[src/rtl/fb_branch_predict_unit.sv]
// ---------------------------------------------------------------------------
// fb_branch_predict_unit
//
// Branch prediction and resolution for a word-addressed RV32-style pipeline.
//   IF side : predicts conditional branches with a table of 2-bit saturating
//             counters (PRED_MODE=1) or static backward-taken/forward-not-taken
//             (PRED_MODE=0). JAL is always predicted taken; JALR never is.
//   EX side : resolves B-type/JAL/JALR, raises redirect on a misprediction,
//             supplies the corrected fetch PC and trains the counter table.
//   Counts every redirect in mispredict_cnt (wraps at 2^32).
//
// Ports
//   clk, rst_n            clock, asynchronous active-low reset
//   if_pc/if_is_branch/if_is_jal/if_imm   IF instruction info
//   pred_taken, pred_pc   prediction and next fetch PC
//   ex_valid/ex_branch/ex_jal/ex_jalr/ex_funct3/ex_rs1/ex_rs2/ex_pc/ex_imm/
//   ex_pred_taken         EX instruction info and the prediction it carried
//   redirect, redirect_pc misprediction flush request and corrected PC
//   mispredict_cnt        redirects since reset
// ---------------------------------------------------------------------------
module fb_branch_predict_unit #(
  parameter int unsigned XLEN        = 32,
  parameter int unsigned BHT_ENTRIES = 64,
  parameter int unsigned PRED_MODE   = 1,
  parameter int unsigned PC_INC      = 1
) (
  input  logic            clk,
  input  logic            rst_n,
  input  logic [XLEN-1:0] if_pc,
  input  logic            if_is_branch,
  input  logic            if_is_jal,
  input  logic [XLEN-1:0] if_imm,
  output logic            pred_taken,
  output logic [XLEN-1:0] pred_pc,
  input  logic            ex_valid,
  input  logic            ex_branch,
  input  logic            ex_jal,
  input  logic            ex_jalr,
  input  logic [2:0]      ex_funct3,
  input  logic [XLEN-1:0] ex_rs1,
  input  logic [XLEN-1:0] ex_rs2,
  input  logic [XLEN-1:0] ex_pc,
  input  logic [XLEN-1:0] ex_imm,
  input  logic            ex_pred_taken,
  output logic            redirect,
  output logic [XLEN-1:0] redirect_pc,
  output logic [31:0]     mispredict_cnt
);

  localparam int unsigned Idx     = (BHT_ENTRIES < 2) ? 1 : $clog2(BHT_ENTRIES);
  localparam int unsigned Entries = 1 << Idx;
  localparam bit          Dynamic = (PRED_MODE != 0);
  localparam logic [XLEN-1:0] PcStep = XLEN'(PC_INC);

  logic [1:0]      bht_q [Entries];
  logic [1:0]      if_ctr;
  logic [1:0]      ex_ctr;
  logic [1:0]      ex_ctr_d;
  logic [Idx-1:0]  if_idx;
  logic [Idx-1:0]  ex_idx;
  logic            br_cond;
  logic            bht_upd;
  logic [XLEN-1:0] ex_target;
  logic [XLEN-1:0] jalr_sum;
  logic [31:0]     mispredict_cnt_q;

  assign if_idx = if_pc[Idx-1:0];
  assign ex_idx = ex_pc[Idx-1:0];
  assign if_ctr = bht_q[if_idx];
  assign ex_ctr = bht_q[ex_idx];

  // ---------------------------------------------------------------------------
  // IF prediction
  // ---------------------------------------------------------------------------
  always_comb begin
    pred_taken = 1'b0;
    if (if_is_jal) begin
      pred_taken = 1'b1;
    end else if (if_is_branch) begin
      // Static mode: negative offset means a backward branch, predict taken.
      pred_taken = Dynamic ? if_ctr[1] : if_imm[XLEN-1];
    end
    pred_pc = pred_taken ? (if_pc + if_imm) : (if_pc + PcStep);
  end

  // ---------------------------------------------------------------------------
  // EX resolution
  // ---------------------------------------------------------------------------
  always_comb begin
    case (ex_funct3)
      3'b000:  br_cond = (ex_rs1 == ex_rs2);
      3'b001:  br_cond = (ex_rs1 != ex_rs2);
      3'b100:  br_cond = ($signed(ex_rs1) <  $signed(ex_rs2));
      3'b101:  br_cond = ($signed(ex_rs1) >= $signed(ex_rs2));
      3'b110:  br_cond = (ex_rs1 <  ex_rs2);
      3'b111:  br_cond = (ex_rs1 >= ex_rs2);
      default: br_cond = 1'b0;  // 010/011 are not branches; treat as not taken
    endcase
  end

  assign jalr_sum = ex_rs1 + ex_imm;

  always_comb begin
    redirect  = 1'b0;
    ex_target = ex_pc + ex_imm;
    if (ex_valid) begin
      // Priority jalr > jal > branch when decode flags overlap.
      if (ex_jalr) begin
        redirect  = 1'b1;
        ex_target = {jalr_sum[XLEN-1:1], 1'b0};
      end else if (ex_jal) begin
        redirect  = !ex_pred_taken;
        ex_target = ex_pc + ex_imm;
      end else if (ex_branch) begin
        redirect  = (br_cond != ex_pred_taken);
        ex_target = br_cond ? (ex_pc + ex_imm) : (ex_pc + PcStep);
      end
    end
    redirect_pc = redirect ? ex_target : (ex_pc + PcStep);
  end

  // ---------------------------------------------------------------------------
  // Counter table training
  // ---------------------------------------------------------------------------
  assign bht_upd = Dynamic && ex_valid && ex_branch;

  always_comb begin
    if (br_cond) begin
      ex_ctr_d = (ex_ctr == 2'b11) ? 2'b11 : ex_ctr + 2'b01;
    end else begin
      ex_ctr_d = (ex_ctr == 2'b00) ? 2'b00 : ex_ctr - 2'b01;
    end
  end

  // Lookup reads bht_q directly, so a same-cycle update to the same index is
  // not visible to IF until the following cycle.
  always_ff @(posedge clk or negedge rst_n) begin
    if (!rst_n) begin
      for (int unsigned i = 0; i < Entries; i++) begin
        bht_q[i] <= 2'b01;
      end
    end else if (bht_upd) begin
      bht_q[ex_idx] <= ex_ctr_d;
    end
  end

  // ---------------------------------------------------------------------------
  // Misprediction counter
  // ---------------------------------------------------------------------------
  always_ff @(posedge clk or negedge rst_n) begin
    if (!rst_n) begin
      mispredict_cnt_q <= '0;
    end else if (redirect) begin
      mispredict_cnt_q <= mispredict_cnt_q + 32'd1;
    end
  end

  assign mispredict_cnt = mispredict_cnt_q;

endmodule
[config.mk]
export PLATFORM = sky130hd
export DESIGN_NAME = fb_branch_predict_unit
export DESIGN_NICKNAME = d
export VERILOG_FILES = /design/src/rtl/fb_branch_predict_unit.sv
export SDC_FILE = /design/constraint.sdc
export NUM_CORES = 1
export LEC_CHECK = 0
export ABC_AREA = 1
export ABC_CLOCK_PERIOD_IN_PS = 10850
export BUFFER_PORTS_ARGS = -buffer_cell sky130_fd_sc_hd__buf_2
export CAP_MARGIN = 30
export CORE_ASPECT_RATIO = 1.2
export CORE_MARGIN = 4
export CORE_UTILIZATION = 63
export CTS_CLUSTER_SIZE = 24
export DETAILED_ROUTE_END_ITERATION = 8
export PLACE_DENSITY = 0.92
export SYNTH_ARGS = -nofsm -noshare
export SYNTH_HDL_FRONTEND = slang
export SYNTH_SLANG_ARGS = --single-unit
[constraint.sdc]
create_clock -name clk -period 10.85 [get_ports clk]
set_input_delay 2.17 -clock clk [delete_from_list [all_inputs] [get_ports clk]]
set_output_delay 2.17 -clock clk [all_outputs]
set_load 0.02 [all_outputs]
==> flow_summary.toml <==
[run_status]
run_status = "complete, no violations"

[global_routing]
antenna_found_initial = 0
grt_max_degree = 74
grt_overflow = 0
track_usage_pct = 38.23
grt_pass1_vias = 19006
grt_first_pass_wirelength_microns = 92200

[synthesis]
synth.distinct_cells = 54
ys_ff_latch = 160
synth_edf_count = 0
synth_area_sq_um = 16840
ys_seq_area_share_pct = 24.25
syn_nets = 2978
synthArstFlopShare_pct = 100.0
yosysWarnings = 0
synth-main-ff-cell = "dfrtp_1"
netlist_instances = 2645
avgSynthCellArea_sq_um = 6.366

[route]
first_pass_iters = 7
routedWlPerCell_microns = 17.85
routed_wl_microns = 58170
route.detailed.drc = 0
detail_route.iter0.violations = 2228
viasPerCell = 5.986
ant_nets = 0
vias = 19502

[clock_tree]
clock_latency_ns = 0.45
hold_buffers = 0
cts-root-buf = "clkbuf_16"
htree_num_levels = 4
clock-sinks = 160
cts_inserted_buffers = 17
cts_resized = 0
cts.clk_slew.worst_paths_ns = 0.06
cts_tree = "yes"
cts.repair_timing.setup_buffer_count = 0
cts_max_path_buffers = 2

[place]
place_congestion = 0.9782
dp_cells = 3226
io_buffer_count = 301
pre_cts_slack_ns = 0.9591
placed_area_sq_um = 18520
dp_hpwl_microns = 45340

[critical_path]
cp-end-kind = "primary output"
cp_slowest_cell = "inv_1"
worstSetupStartpointType = "input port"
critical_path.max_stage_delay_ns = 0.53
path_common_cell = "o21ai_0"
worstPathRequired_ns = 8.68
worstPathArrival_ns = 7.93
crit_fanout = 34
path_class = "in -> out"

[sta]
setup-tns-final_ns = 0
max_freq_ghz = 0.09902
fin_ws_ns = 0.7515
max_slew_margin_pct = 35.44
worst_pin_slew_ns = 0.9673
drv_slew = 0
setup_viol = 0
hold_viol_final = 0
period_share_pct = 93.07
finClkSkew_ns = 0.01202
rsz0062_at_grt = "false"
hold_ws_ns = 0.4679
period_minus_slack_ns = 10.10

[floorplan]
start_util_pct = 63.90
die-area_sq_um = 29420
core_sq_um = 26350
die_h_microns = 187.1
fp-row-count = 65
die_w_microns = 157.2
num_io_pins = 302

[power]
power_density_nw_per_um2 = 114.2
fin_total_pwr_mw = 2.182
ir_worst_vdd_v = 0.00008492
p_leak_nw = 9.678

[finish]
fin_nets = 3243
final_util_pct = 72.53
antenna_cells = 0
layout.cells.non_filler = 3258
area_growth_syn_to_layout_pct = 13.50
fin_area_sq_um = 19110
drive_above_1_share_pct = 15.46

[job]
drv_cap = 0

[min_path]
min_path_type = "reg -> reg"
## final cells by class
cell class	instances	area, sq um
Fill cell	2205	7238
Clock buffer	18	439.2
Clock inverter	14	156.4
Multi-Input combinational cell	2075	11090
Tap cell	335	419.2
Sequential cell	160	4084
Timing Repair Buffer	313	1635
Inverter	343	1287
## synth_stat cells, drive strengths merged, types with 13 or more instances
cell    count  share of area, %
nand4      27               1.0
o211ai     13              0.58
dfstp      64                10
nand3      99               3.0
a21o       16              0.71
clkbuf     28              0.62
inv       339               7.6
a221oi     16              0.83
a21oi     157               4.7
xor2       86               4.5
xnor2      41               2.1
buf        39               1.6
nor3       88               2.7
o221ai     13              0.68
a22oi      18              0.80
dfrtp      96                14
nand2     744                17
o21bai     17              0.76
ha        126               9.4
nor2      333               7.8
o21ai     215               6.5
## placed cells by master (no fill, tap or decap), drive strengths merged, types with 11 or more instances in the layout
cell,n
o21bai,17
a21o,16
xor2,86
nor3,88
o21ai,215
a221oi,16
nand4,27
nand3,99
a22oi,18
nor4,11
ha,126
o221ai,13
dfrtp,96
buf,313
a21oi,157
nand2,744
o211ai,13
nor2,333
xnor2,41
dfstp,64
inv,343
clkbuf,18
## sequential cells by signal, indices dropped and copies added, names as in the netlist
signal	count
bht_q	128
mispredict_cnt	32
## per-layer routing
metal	vias to the layer above	track usage, %	routed length (microns)	part of all wire, %
met1	8857	44.38	21030	36
met5	-	0	0	0
met3	300	5.948	5439	9.4
li1	9160	-	-	-
met2	1185	65.91	27870	48
met4	0	22.24	3833	6.6
## worst max-delay path, delay by kind of cell
kind	cells	cell delay (ns)
AO/OA/AOI/OAI	9	2.01
buffers and inverters	6	1.58
AND/OR/NAND/NOR	11	1.40
adder cells (fa/ha/maj)	2	0.57
XOR/XNOR	1	0.13
## power breakdown
group / internal [mW] / switching, mW
combinational: 0.292 / 0.576
sequential: 0.654 / 0.0427
clock: 0.349 / 0.268
total: 1.29 / 0.887
## path summary, 6_finish.rpt
kind | from | end | slack (ns) | cells past startpoint
setup reg to reg | bht_q[78] | bht_q[88] | 7.88 | 14
setup / recovery | if_pc[0] | pred_pc[28] | 0.75 | 29
hold / removal | bht_q[118] | bht_q[118] | 0.47 | 2
hold reg to reg | bht_q[118] | bht_q[118] | 0.47 | 2
max in group asynchronous | rst_n | bht_q[48] | 7.88 | 3
min in group asynchronous | rst_n | bht_q[79] | 1.73 | 1
## cells by family (layout without fill, tap and decap cells)
group	count (synthesis)	count (layout)	synth area share, %
simple gates	1317	1317	32.29
buf+inv	410	688	9.897
compound gates	502	502	17.23
flops	160	160	24.25
fa+ha+maj	129	129	9.719
xor+xnor	127	127	6.606
Power figures use the tool's default switching activity.
